File: config.mk
export PLATFORM = sky130hd
export DESIGN_NAME = prio_enc_arb
export DESIGN_NICKNAME = d
export VERILOG_FILES = /design/src/rtl/prio_enc_pkg.sv /design/src/rtl/prio_enc_arb_find.sv /design/src/rtl/prio_enc_arb.sv
export SDC_FILE = /design/constraint.sdc
export NUM_CORES = 1
export LEC_CHECK = 0
export ABC_AREA = 1
export BUFFER_PORTS_ARGS = -buffer_cell sky130_fd_sc_hd__buf_2
export CAP_MARGIN = 20
export CELL_PAD_IN_SITES_DETAIL_PLACEMENT = 1
export CELL_PAD_IN_SITES_GLOBAL_PLACEMENT = 2
export CORE_MARGIN = 5
export CORE_UTILIZATION = 22
export CTS_CLUSTER_DIAMETER = 200
export CTS_CLUSTER_SIZE = 40
export DETAILED_ROUTE_END_ITERATION = 10
export PLACE_DENSITY = 0.72
export SETUP_SLACK_MARGIN = 0.15
export SYNTH_ARGS = -nofsm -noshare
export SYNTH_HDL_FRONTEND = slang
export SYNTH_SLANG_ARGS = --single-unit
export TNS_END_PERCENT = 30
File: constraint.sdc
create_clock -name clk -period 1.1 [get_ports clk]
set_input_delay 0.055 -clock clk [delete_from_list [all_inputs] [get_ports clk]]
set_output_delay 0.055 -clock clk [all_outputs]
set_load 0.005 [all_outputs]
File: src/rtl/prio_enc_pkg.sv
// Shared constants and helpers for the priority encoder / arbiter.
// Imported by prio_find and prio_enc_arb.
package prio_enc_pkg;

   localparam int MODE_FIXED = 0;
   localparam int MODE_RR    = 1;

   localparam int MAX_N = 256;

   // True when more than one bit of v is set; narrower vectors are zero-extended.
   function automatic logic multi_hot(input logic [MAX_N-1:0] v);
      logic [MAX_N-1:0] low_clr;
      low_clr = v & (v - MAX_N'(1));
      return |low_clr;
   endfunction

endpackage

File: src/rtl/prio_enc_arb_find.sv
// Combinational first-set-bit search starting at a rotating base index.
// Doubling the vector turns the wrap-around scan into a plain slice.
module prio_find
   import prio_enc_pkg::*;
#(
   parameter int N = 8,
   parameter int W = $clog2(N)
) (
   input  logic [N-1:0] vec_i,
   input  logic [W-1:0] start_i,
   output logic [W-1:0] idx_o,
   output logic         found_o
);

   localparam logic [W:0] NW = N[W:0];

   logic [2*N-1:0] dbl;
   logic [N-1:0]   rot;
   logic [W-1:0]   off;
   logic [W:0]     sum;

   assign dbl = {vec_i, vec_i};
   assign rot = dbl[start_i +: N];

   // Lowest set bit of the rotated vector, mapped back to an absolute index.
   always_comb begin
      off     = '0;
      found_o = 1'b0;
      for (int i = N - 1; i >= 0; i--) begin
         if (rot[i]) begin
            off     = i[W-1:0];
            found_o = 1'b1;
         end
      end
      sum = {1'b0, start_i} + {1'b0, off};
      if (sum >= NW) sum = sum - NW;
      idx_o = sum[W-1:0];
   end

endmodule

File: src/rtl/prio_enc_arb.sv
// Registered priority encoder with fixed or round-robin selection.
// Result sits in a valid/ready output register; stalls hold it stable.
module prio_enc_arb
   import prio_enc_pkg::*;
#(
   parameter int N    = 8,
   parameter int W    = $clog2(N),
   parameter int MODE = 0
) (
   input  logic         clk,
   input  logic         rst_n,
   input  logic [N-1:0] req_i,
   input  logic         en_i,
   output logic [W-1:0] idx_o,
   output logic [N-1:0] gnt_o,
   output logic         valid_o,
   input  logic         ready_i,
   output logic         multi_o,
   output logic [W-1:0] ptr_o
);

   localparam logic [W:0] NW = N[W:0];

   logic [W-1:0] idx_q, idx_d;
   logic [N-1:0] gnt_q, gnt_d;
   logic         valid_q, valid_d;
   logic         multi_q, multi_d;
   logic [W-1:0] ptr_q, ptr_d;

   logic [W-1:0] start;
   logic [W-1:0] sel;
   logic         found;
   logic         cap;
   logic [W:0]   nxt;

   assign start = (MODE == MODE_RR) ? ptr_q : '0;

   prio_find #(.N(N), .W(W)) u_find (
      .vec_i   (req_i),
      .start_i (start),
      .idx_o   (sel),
      .found_o (found)
   );

   assign cap = en_i && found && (!valid_q || ready_i);
   assign nxt = {1'b0, sel} + {{W{1'b0}}, 1'b1};

   // Next-state: capture, drain on handshake, otherwise hold.
   always_comb begin
      idx_d   = idx_q;
      gnt_d   = gnt_q;
      valid_d = valid_q;
      multi_d = multi_q;
      ptr_d   = ptr_q;
      if (cap) begin
         idx_d        = sel;
         gnt_d        = '0;
         gnt_d[sel]   = 1'b1;
         valid_d      = 1'b1;
         multi_d      = multi_hot(MAX_N'(req_i));
         if (MODE == MODE_RR)
            ptr_d = (nxt == NW) ? '0 : nxt[W-1:0];
      end else if (valid_q && ready_i) begin
         valid_d = 1'b0;
         gnt_d   = '0;
      end
   end

   // Result and pointer registers with synchronous active-low reset.
   always_ff @(posedge clk) begin
      if (!rst_n) begin
         idx_q   <= '0;
         gnt_q   <= '0;
         valid_q <= 1'b0;
         multi_q <= 1'b0;
         ptr_q   <= '0;
      end else begin
         idx_q   <= idx_d;
         gnt_q   <= gnt_d;
         valid_q <= valid_d;
         multi_q <= multi_d;
         ptr_q   <= ptr_d;
      end
   end

   assign idx_o   = idx_q;
   assign gnt_o   = gnt_q;
   assign valid_o = valid_q;
   assign multi_o = multi_q;
   assign ptr_o   = ptr_q;

endmodule

## Word level (Yosys, flattened, before mapping)

Index checks and enable logic that the tools add are counted.

| storage, ports and cells | value |
|---|---|
| logic and storage cells | 41 |
| input port bits | 12 |
| flip-flop bits (word level) | 13 |

| cells by class | value |
|---|---|
| bitwise operators | 1 |
| $lt $le $gt $ge | 3 |
| reductions and logical operators | 8 |
| add/sub/neg operators | 2 |
| muxes and demuxes | 23 |

Operator list:

| kind | count |
|---|---|
| bitwise AND 8 x 256 -> 256 bit | 1 |
| OR reduction 256 bit | 1 |
| 2-to-1 mux 3 bit | 9 |
| 2-to-1 mux 8 bit | 2 |
| 2-to-1 mux 1 bit | 11 |
| subtractor 8 x 1 -> 9 bit (second input constant) | 1 |
| >= comparator 3 x 4 -> 1 bit (second input constant) | 1 |
| logical AND 1 bit | 4 |
| < comparator 3 x 4 -> 1 bit (second input constant) | 1 |
| demux 1 bit (select 3 bit) | 1 |
| >= comparator 3 x 1 -> 1 bit (second input constant) | 1 |
| subtractor 3 x 1 -> 3 bit (second input constant) | 1 |
| nonzero test 2 bit | 1 |
| zero test 1 bit | 1 |
| logical OR 1 bit | 1 |

## Logic depth before layout (Yosys ltp)

Gate-level depths: netlist of run 1.

| logic depth | value |
|---|---|
| word-level depth | 15 |
| gate-level depth with buffers | 10 |
| mapped depth without buffers | 10 |

## Cells and area by module

A second synthesis of run 1 with hierarchy kept.

| unflattened totals | value |
|---|---|
| cells, all modules | 186 |
| area, all modules | 1157.4 um^2 |

By module, submodules not included:

| module | sequential area each (um^2) | area an instance (um^2) | cells an instance | instances |
|---|---|---|---|---|
| prio_enc_arb | 260.2 | 649.4 | 89 | 1 |
| prio_find | 0.0 | 508.0 | 97 | 1 |

## Least setup slack after synthesis of run 1

Ideal clock, no wire load.

| timing | value |
|---|---|
| path kind | flip-flop to flip-flop |
| from | reg valid_q (netlist: valid_o) |
| to | reg multi_q (netlist: multi_o) |
| cell stages (with the launch flop) | 8 |
| setup slack | -0.033 ns |
| data required time | 0.983 ns |
| arrival time | 1.016 ns |
| setup time | 0.117 ns |
| period minus slack after synthesis | 1.133 ns |
| cells stage by stage | dfxtp_1 inv_1 nor2_1 inv_1 nand2_4 inv_4 o21ai_0 nor2_1 |

| between the ends | value |
|---|---|
| cells in the longest elaborated chain, start to end | 3 |

Ends and longest elaborated chain:

| what | line | RTL |
|---|---|---|
| from (decl) | prio_enc_arb.sv:26 | `logic valid_q, valid_d;` |
| from (signal assigned) | prio_enc_arb.sv:80 | `valid_q <= valid_d;` |
| zero test 1 bit | prio_enc_arb.sv:45 | `assign cap = en_i && found && (!valid_q \|\| ready_i);` |
| logical OR 1 bit | prio_enc_arb.sv:45 |  |
| logical AND 1 bit | prio_enc_arb.sv:45 |  |
| to (signal assigned) | prio_enc_arb.sv:81 | `multi_q <= multi_d;` |
| to (decl) | prio_enc_arb.sv:27 | `logic multi_q, multi_d;` |

No other way between the ends.
A chain may end at the register's enable or synchronous reset.

## Worst setup path after layout of run 1

| timing | value |
|---|---|
| from | reg valid_q (netlist: valid_o) |
| to | reg idx_q[0] (netlist: idx_o[0]) |

| between the ends | value |
|---|---|
| cells in the longest elaborated chain, start to end | 3 |

Ends and longest elaborated chain:

| what | line | RTL |
|---|---|---|
| zero test 1 bit | prio_enc_arb.sv:45 |  |
| logical OR 1 bit | prio_enc_arb.sv:45 |  |
| logical AND 1 bit | prio_enc_arb.sv:45 |  |
| to (signal assigned) | prio_enc_arb.sv:78 | `idx_q <= idx_d;` |
| to (decl) | prio_enc_arb.sv:24 | `logic [W-1:0] idx_q, idx_d;` |

No other way between the ends.

==> flow_metrics.tcl, run 1 <==
set metrics [dict create \
    status "completed" \
    period_needed_ns 1.03 \
    slew_violations 0 \
    startpoint_type "register" \
    slowest_stage "dfxtp_4" \
    end_kind "register" \
    grt_pass1_wl_um 3560 \
    io_buffers 24 \
    ctsHoldBuffers 0 \
    drive_gt1_frac 0.366 \
    fillCellCount 476 \
    synthSimpleGateAreaFrac 0.381 \
    antenna_cells 0 \
    cts_root_buffer "clkbuf_4" \
    fp.dieW_um 69.3 \
    cellLeakagePower_nw 0.521 \
    rr_startpoint "valid_o" \
    grt_start_max_net_pins 11 \
    clock-sinks 13 \
    numCtsBuffers 3 \
    dp_cells 194 \
    detail-route-antenna-nets 0 \
    detail_route.wirelength_um 2090 \
    fp-row-count 21 \
    synth_fa_ha_area_frac 0 \
    synth.distinct_cells 20 \
    insertion_delay_ns 0.28 \
    path_cells "inv_2 -> nor2_4 -> inv_4 -> nand2_8 -> inv_6 -> o21ai_1 -> a21oi_1" \
    synth_top_family_by_area "simple AND/OR/NAND/NOR gates" \
    yosysMostFrequentCell "nand2_1" \
    fin_cells 199 \
    maxCapViolCount 0 \
    pwr_density_cell_mw_per_mm2 976 \
    rsz0062_at_grt "yes" \
    synth_edf_count 0 \
    stdcell_area_mm2 0.00106 \
    ff_latch_area_um2 264 \
    first_global_vias 848 \
    multi_input_area_um2 450 \
    hold_class "input pin to register" \
    htreeDepth 1 \
    clockBufferDepth 2 \
    critPathKind "register to register" \
    cp-startpoint "valid_o" \
    dominantRegCellSynth "dfxtp_1" \
    antenna_found_initial 0 \
    ff2ff_path_depth 7 \
    r2r_setup_slack_ns 0.07 \
    drc 0 \
    syn_inst 118 \
    yosys_warnings 0 \
    drt-initial-drc-count 14 \
    synth_xor_area_frac 0 \
    cp.required_ns 1.26 \
    clock.fmax_mhz 970 \
    hold_violations 0 \
    cts_tree "built" \
    path_max_fanout 7 \
    syn-mean-instance-area_um2 6.56 \
    gp_congestion 0.703 \
    ys_ff_latch 13 \
    synth.mux.area_fraction 0 \
    cp_slowest_stage_delay_ns 0.35 \
    synth_compound_area_frac 0.149 \
    final_nets 166 \
    die_h_um 69.3 \
    dpl_cell_area_um2 996 \
    grtUsageTotal 0.0909 \
    synthTopCellsByCount "30 x nand2_1, 18 x inv_1, 13 x dfxtp_1" \
    synth_top_area_share 0.336 \
    vias 817 \
    p_total_w 0.00103 \
    cp.arrival_ns 1.19 \
    start_util 0.230 \
    r2r-end "idx_o[0]" \
    core_area_mm2 0.00336 \
    grt_overflow 0 \
    viasPerCell 4.11 \
    ys_seq_area_frac 0.336 \
    post_cts_buffers 0 \
    wl_per_cell_um 10.5 \
    yosysTopAreaCell "dfxtp_1" \
    netlist_top_cells_area "dfxtp_1 34%, nand2_1 15%, inv_1 8.7%" \
    syn_to_final_growth_pct 36.8 \
    skew_ns 0.00283 \
    drt_first_pass_iters 3 \
    synthesis.area_um2 774 \
    ios 28 \
    fin_crit_sh 0.937 \
    cp-endpoint "idx_o[0]" \
    synthArstFlopShare 0 \
    dieArea_mm2 0.00481 \
    cts.reportedPaths.clkPinSlew_ns 0.08 \
    hpwl_um 1760 \
    peakVddDrop_v 0.000228 \
    finalSetupViolCount 0 \
]
[sequential cells by signal (all words and copies together), names as in the netlist]
register	count
multi_o	1
gnt_o	8
idx_o	3
valid_o	1
[metal layers]
layer	GRT usage	routed length, um	vias to the layer above
met1	0.0949	873	368
met5	0	0	-
met2	0.167	1090	17
met4	0.0521	39	0
li1	-	-	428
met3	0.0174	82	4
[how the worst min path moves through the flow]
stage	start	end	slack (ns)	cells after the start
floorplan	rst_n	idx_o[0]	0.20	2
global placement	rst_n	idx_o[1]	0.34	3
detailed placement	rst_n	idx_o[0]	0.35	3
CTS	rst_n	idx_o[1]	0.05	3
global route	rst_n	idx_o[0]	0.06	3
finish	rst_n	multi_o	0.06	3
[metrics by stage]
step	util	hold slack, ns	TNS, ns	setup WS [ns]
6_report	0.315	0.0561	0	0.0693
5_1_grt	0.315	0.0599	-0.0226	-0.00837
4_1_cts	0.305	0.0484	0	0.0318
3_5_place_dp	0.296	0.351	-1.13	-0.128
3_3_place_gp	0.296	0.345	-0.250	-0.0387
2_1_floorplan	-	0.197	0	0.0979
[cells by family after synthesis]
group	after synthesis
AO/OA/AOI/OAI	20
buffers and inverters	23
flip-flops	13
other	1
AND/OR/NAND/NOR	61
[power breakdown]
part | switching [W] | internal (W) | total (W)
clock | 0.000160 | 0.000141 | 0.000301
combinational | 0.000145 | 0.0000920 | 0.000237
sequential | 0.00000866 | 0.000488 | 0.000497
total | 0.000314 | 0.000721 | 0.00103
[what timing repair did]
item | in CTS | in global routing
cloned | 0 | 1
pin swaps | 0 | 1
setup endpoints to repair | 13 | 13
resized for setup | 1 | 7
[worst max-delay path: cells and delay by family (launching register included)]
family	cells	cell delay [ns]
AOI/OAI and AO/OA	2	0.18
buffers and inverters	3	0.16
DFF	1	0.35
and+or+nand+nor	2	0.23
[layout by cell type (no fill, tap or decap), types with 2 or more instances in the layout]
cell type  count
nand2_1       30
nor2_1        11
dfxtp_1       12
clkbuf_4       3
nor2_2         4
nor2_4         4
conb_1         3
nand2_2        3
a21oi_2        2
a21oi_1       10
o21ai_1        4
inv_1         16
buf_4          7
inv_4          2
nand4_1        2
nand3_1        4
buf_2         24
o21ai_0        2
[layout make-up]
type	instances	area share
clock buffer	4	0.0248
timing repair buffer	31	0.163
multi-input combinational	84	0.425
timing repair inverter	1	0.00590
sequential	13	0.249
inverter	20	0.0779
tap	46	0.0543
(Power assumes the default switching activity.)
==> run 2: changes to the inputs <==
--- a/config.mk
+++ b/config.mk
@@ -5,17 +5,15 @@
 export SDC_FILE = /design/constraint.sdc
 export NUM_CORES = 1
 export LEC_CHECK = 0
-export ABC_AREA = 1
 export BUFFER_PORTS_ARGS = -buffer_cell sky130_fd_sc_hd__buf_2
 export CAP_MARGIN = 20
 export CELL_PAD_IN_SITES_DETAIL_PLACEMENT = 1
 export CELL_PAD_IN_SITES_GLOBAL_PLACEMENT = 2
 export CORE_MARGIN = 5
-export CORE_UTILIZATION = 22
+export CORE_UTILIZATION = 23
 export CTS_CLUSTER_DIAMETER = 200
-export CTS_CLUSTER_SIZE = 40
 export DETAILED_ROUTE_END_ITERATION = 10
-export PLACE_DENSITY = 0.72
+export PLACE_DENSITY = 0.71
 export SETUP_SLACK_MARGIN = 0.15
 export SYNTH_ARGS = -nofsm -noshare
 export SYNTH_HDL_FRONTEND = slang
==> flow_metrics.tcl, run 2 <==
set metrics [dict create \
    grt_start_max_net_pins 9 \
    synth_edf_count 0 \
    detail_route.wirelength_um 1940 \
    fp.dieW_um 63.5 \
    final_common_cell "buf_2" \
    syn-mean-instance-area_um2 9.03 \
    end_kind "register" \
    cp.arrival_ns 1.37 \
    cts.reportedPaths.clkPinSlew_ns 0.08 \
    critPathKind "register to register" \
    dominantRegCellSynth "dfxtp_1" \
    drc 0 \
    slew_violations 0 \
    netlist_top_cells_area "dfxtp_1 39%, a22o_1 6.6%, a32o_1 4.6%" \
    detail-route-antenna-nets 0 \
    drt_first_pass_iters 4 \
    ys_ff_latch 13 \
    skew_ns 0.00109 \
    fillCellCount 341 \
    fin_hold_ws_ns 0.0822 \
    fp-row-count 19 \
    io_buffers 24 \
    wl_per_cell_um 13.0 \
    p_total_w 0.00101 \
    slowest_stage "dfxtp_2" \
    antenna_cells 0 \
    grt_overflow 0 \
    ios 28 \
    drt-initial-drc-count 3 \
    finalWorstSetupSlack_ns -0.100 \
    start_util 0.239 \
    post-place-ws_ns -0.385 \
    first_global_vias 740 \
    grt_pass1_wl_um 3350 \
    cellLeakagePower_nw 0.490 \
    finalSetupViolCount 8 \
    post_cts_buffers 0 \
    final_nets 131 \
    core_area_mm2 0.00276 \
    fin_crit_sh 1.09 \
    cp.required_ns 1.27 \
    antenna_found_initial 0 \
    yosys_warnings 0 \
    cts_root_buffer "clkbuf_4" \
    path_cells "or2b_4 -> and3_4 -> nor3b_4 -> a22o_1" \
    rsz0062_at_grt "yes" \
    yosysMostFrequentCell "dfxtp_1" \
    cts_tree "built" \
    final_cell_mix "24 x buf_2, 21 x buf_4, 12 x dfxtp_1, 6 x nor2_1" \
    peakVddDrop_v 0.000485 \
    dieArea_mm2 0.00404 \
    synthesis.area_um2 659 \
    clockBufferDepth 2 \
    clock-sinks 13 \
    period_needed_ns 1.20 \
    maxCapViolCount 0 \
    synthTopCellsByCount "13 x dfxtp_1, 6 x nor2_1, 5 x a22o_1, 5 x nand2_1" \
    die_h_um 63.5 \
    drive_gt1_frac 0.517 \
    syn_inst 73 \
    synth.distinct_cells 31 \
    ys_seq_area_frac 0.395 \
    startpoint_type "register" \
    htreeDepth 1 \
    syn_to_final_growth_pct 52.4 \
    numCtsBuffers 3 \
    clock.fmax_mhz 833 \
    gp_congestion 0.709 \
    cp_slowest_stage_delay_ns 0.33 \
    hold_class "input pin to register" \
    synthArstFlopShare 0 \
    viasPerCell 4.80 \
    final_util 0.364 \
    largest_reg_flops 8 \
    hpwl_um 1640 \
    pwr_density_cell_mw_per_mm2 1000 \
    vias 715 \
    hold_violations 0 \
    grtUsageTotal 0.103 \
    violations "setup timing" \
    status "complete, but fails checks" \
    synth_top_area_share 0.395 \
    path_max_fanout 6 \
    yosysTopAreaCell "dfxtp_1" \
    insertion_delay_ns 0.27 \
]
[run 2: cell count changes after synthesis, moves of 5 or more]
cell,change
a22o_1,+5
inv_1,-15
nor2_1,-6
nand2_1,-25
nor2_2,-5
a21oi_1,-11
[run 2: cell families (layout without fill, tap and decap cells)]
family                 after synthesis  count (layout)  synth area share
AOI/OAI and AO/OA                   24              24             0.298
buffers and inverters                9              52            0.0854
DFF                                 13              13             0.395
other                                1               3           0.00569
and+or+nand+nor                     26              26             0.216
[run 2: power breakdown]
part           total, W  switching, W  internal, W
logic          0.000222      0.000106     0.000116
clock network  0.000291      0.000157     0.000134
registers      0.000495    0.00000782     0.000488
[run 2: layout make-up]
cell class | instances | area [um2] | share of cell area
Multi-Input combinational cell | 53 | 388 | 0.386
Tap cell | 31 | 38.8 | 0.0386
Clock inverter | 1 | 5.00 | 0.00498
Sequential cell | 13 | 262 | 0.260
Timing Repair Buffer | 45 | 278 | 0.276
Clock buffer | 3 | 22.5 | 0.0224
Inverter | 3 | 11.3 | 0.0112
[run 2: worst paths after layout]
| check | startpoint | end | slack (ns) | depth (start not counted) |
|---|---|---|---|---|
| worst max-delay path | valid_o | gnt_o[4] | -0.10 | 4 |
| worst min-delay path | rst_n | multi_o | 0.08 | 3 |
| worst max register to register | valid_o | gnt_o[4] | -0.10 | 4 |
| worst min register to register | idx_o[0] | idx_o[0] | 0.46 | 2 |
[run 2: critical path, delay by kind of cell, from the launching register on]
kind | cells | cell delay (ns)
compound gates | 1 | 0.17
flops | 1 | 0.33
simple gates | 3 | 0.60
[run 2: repair_timing]
| action | 4_1_cts | 5_1_grt |
|---|---|---|
| endpoints found under the setup margin | 12 | 13 |
| hold buffers | 0 | 0 |
| cloned | 0 | 0 |
| gates resized for setup | 7 | 2 |
| pin swaps | 5 | 2 |
[run 2: per-stage QoR]
| step | TNS, ns | cell area, um2 | instances |
|---|---|---|---|
| finish | -0.561 | 1000 | 149 |
| global route | -1.11 | 1000 | 149 |
| CTS | -0.658 | 998 | 149 |
| detailed placement | -3.93 | 947 | 145 |
| global placement | -3.90 | 947 | 145 |
| floorplan | -1.38 | 677 | 75 |
[run 2: routing by layer]
metal / up-vias / track usage / part of all wire
li1: 355 / - / -
met1: 339 / 0.125 / 0.44
met2: 19 / 0.160 / 0.47
met3: 2 / 0.0355 / 0.069
met4: 0 / 0.0468 / 0.015
met5: - / 0 / 0
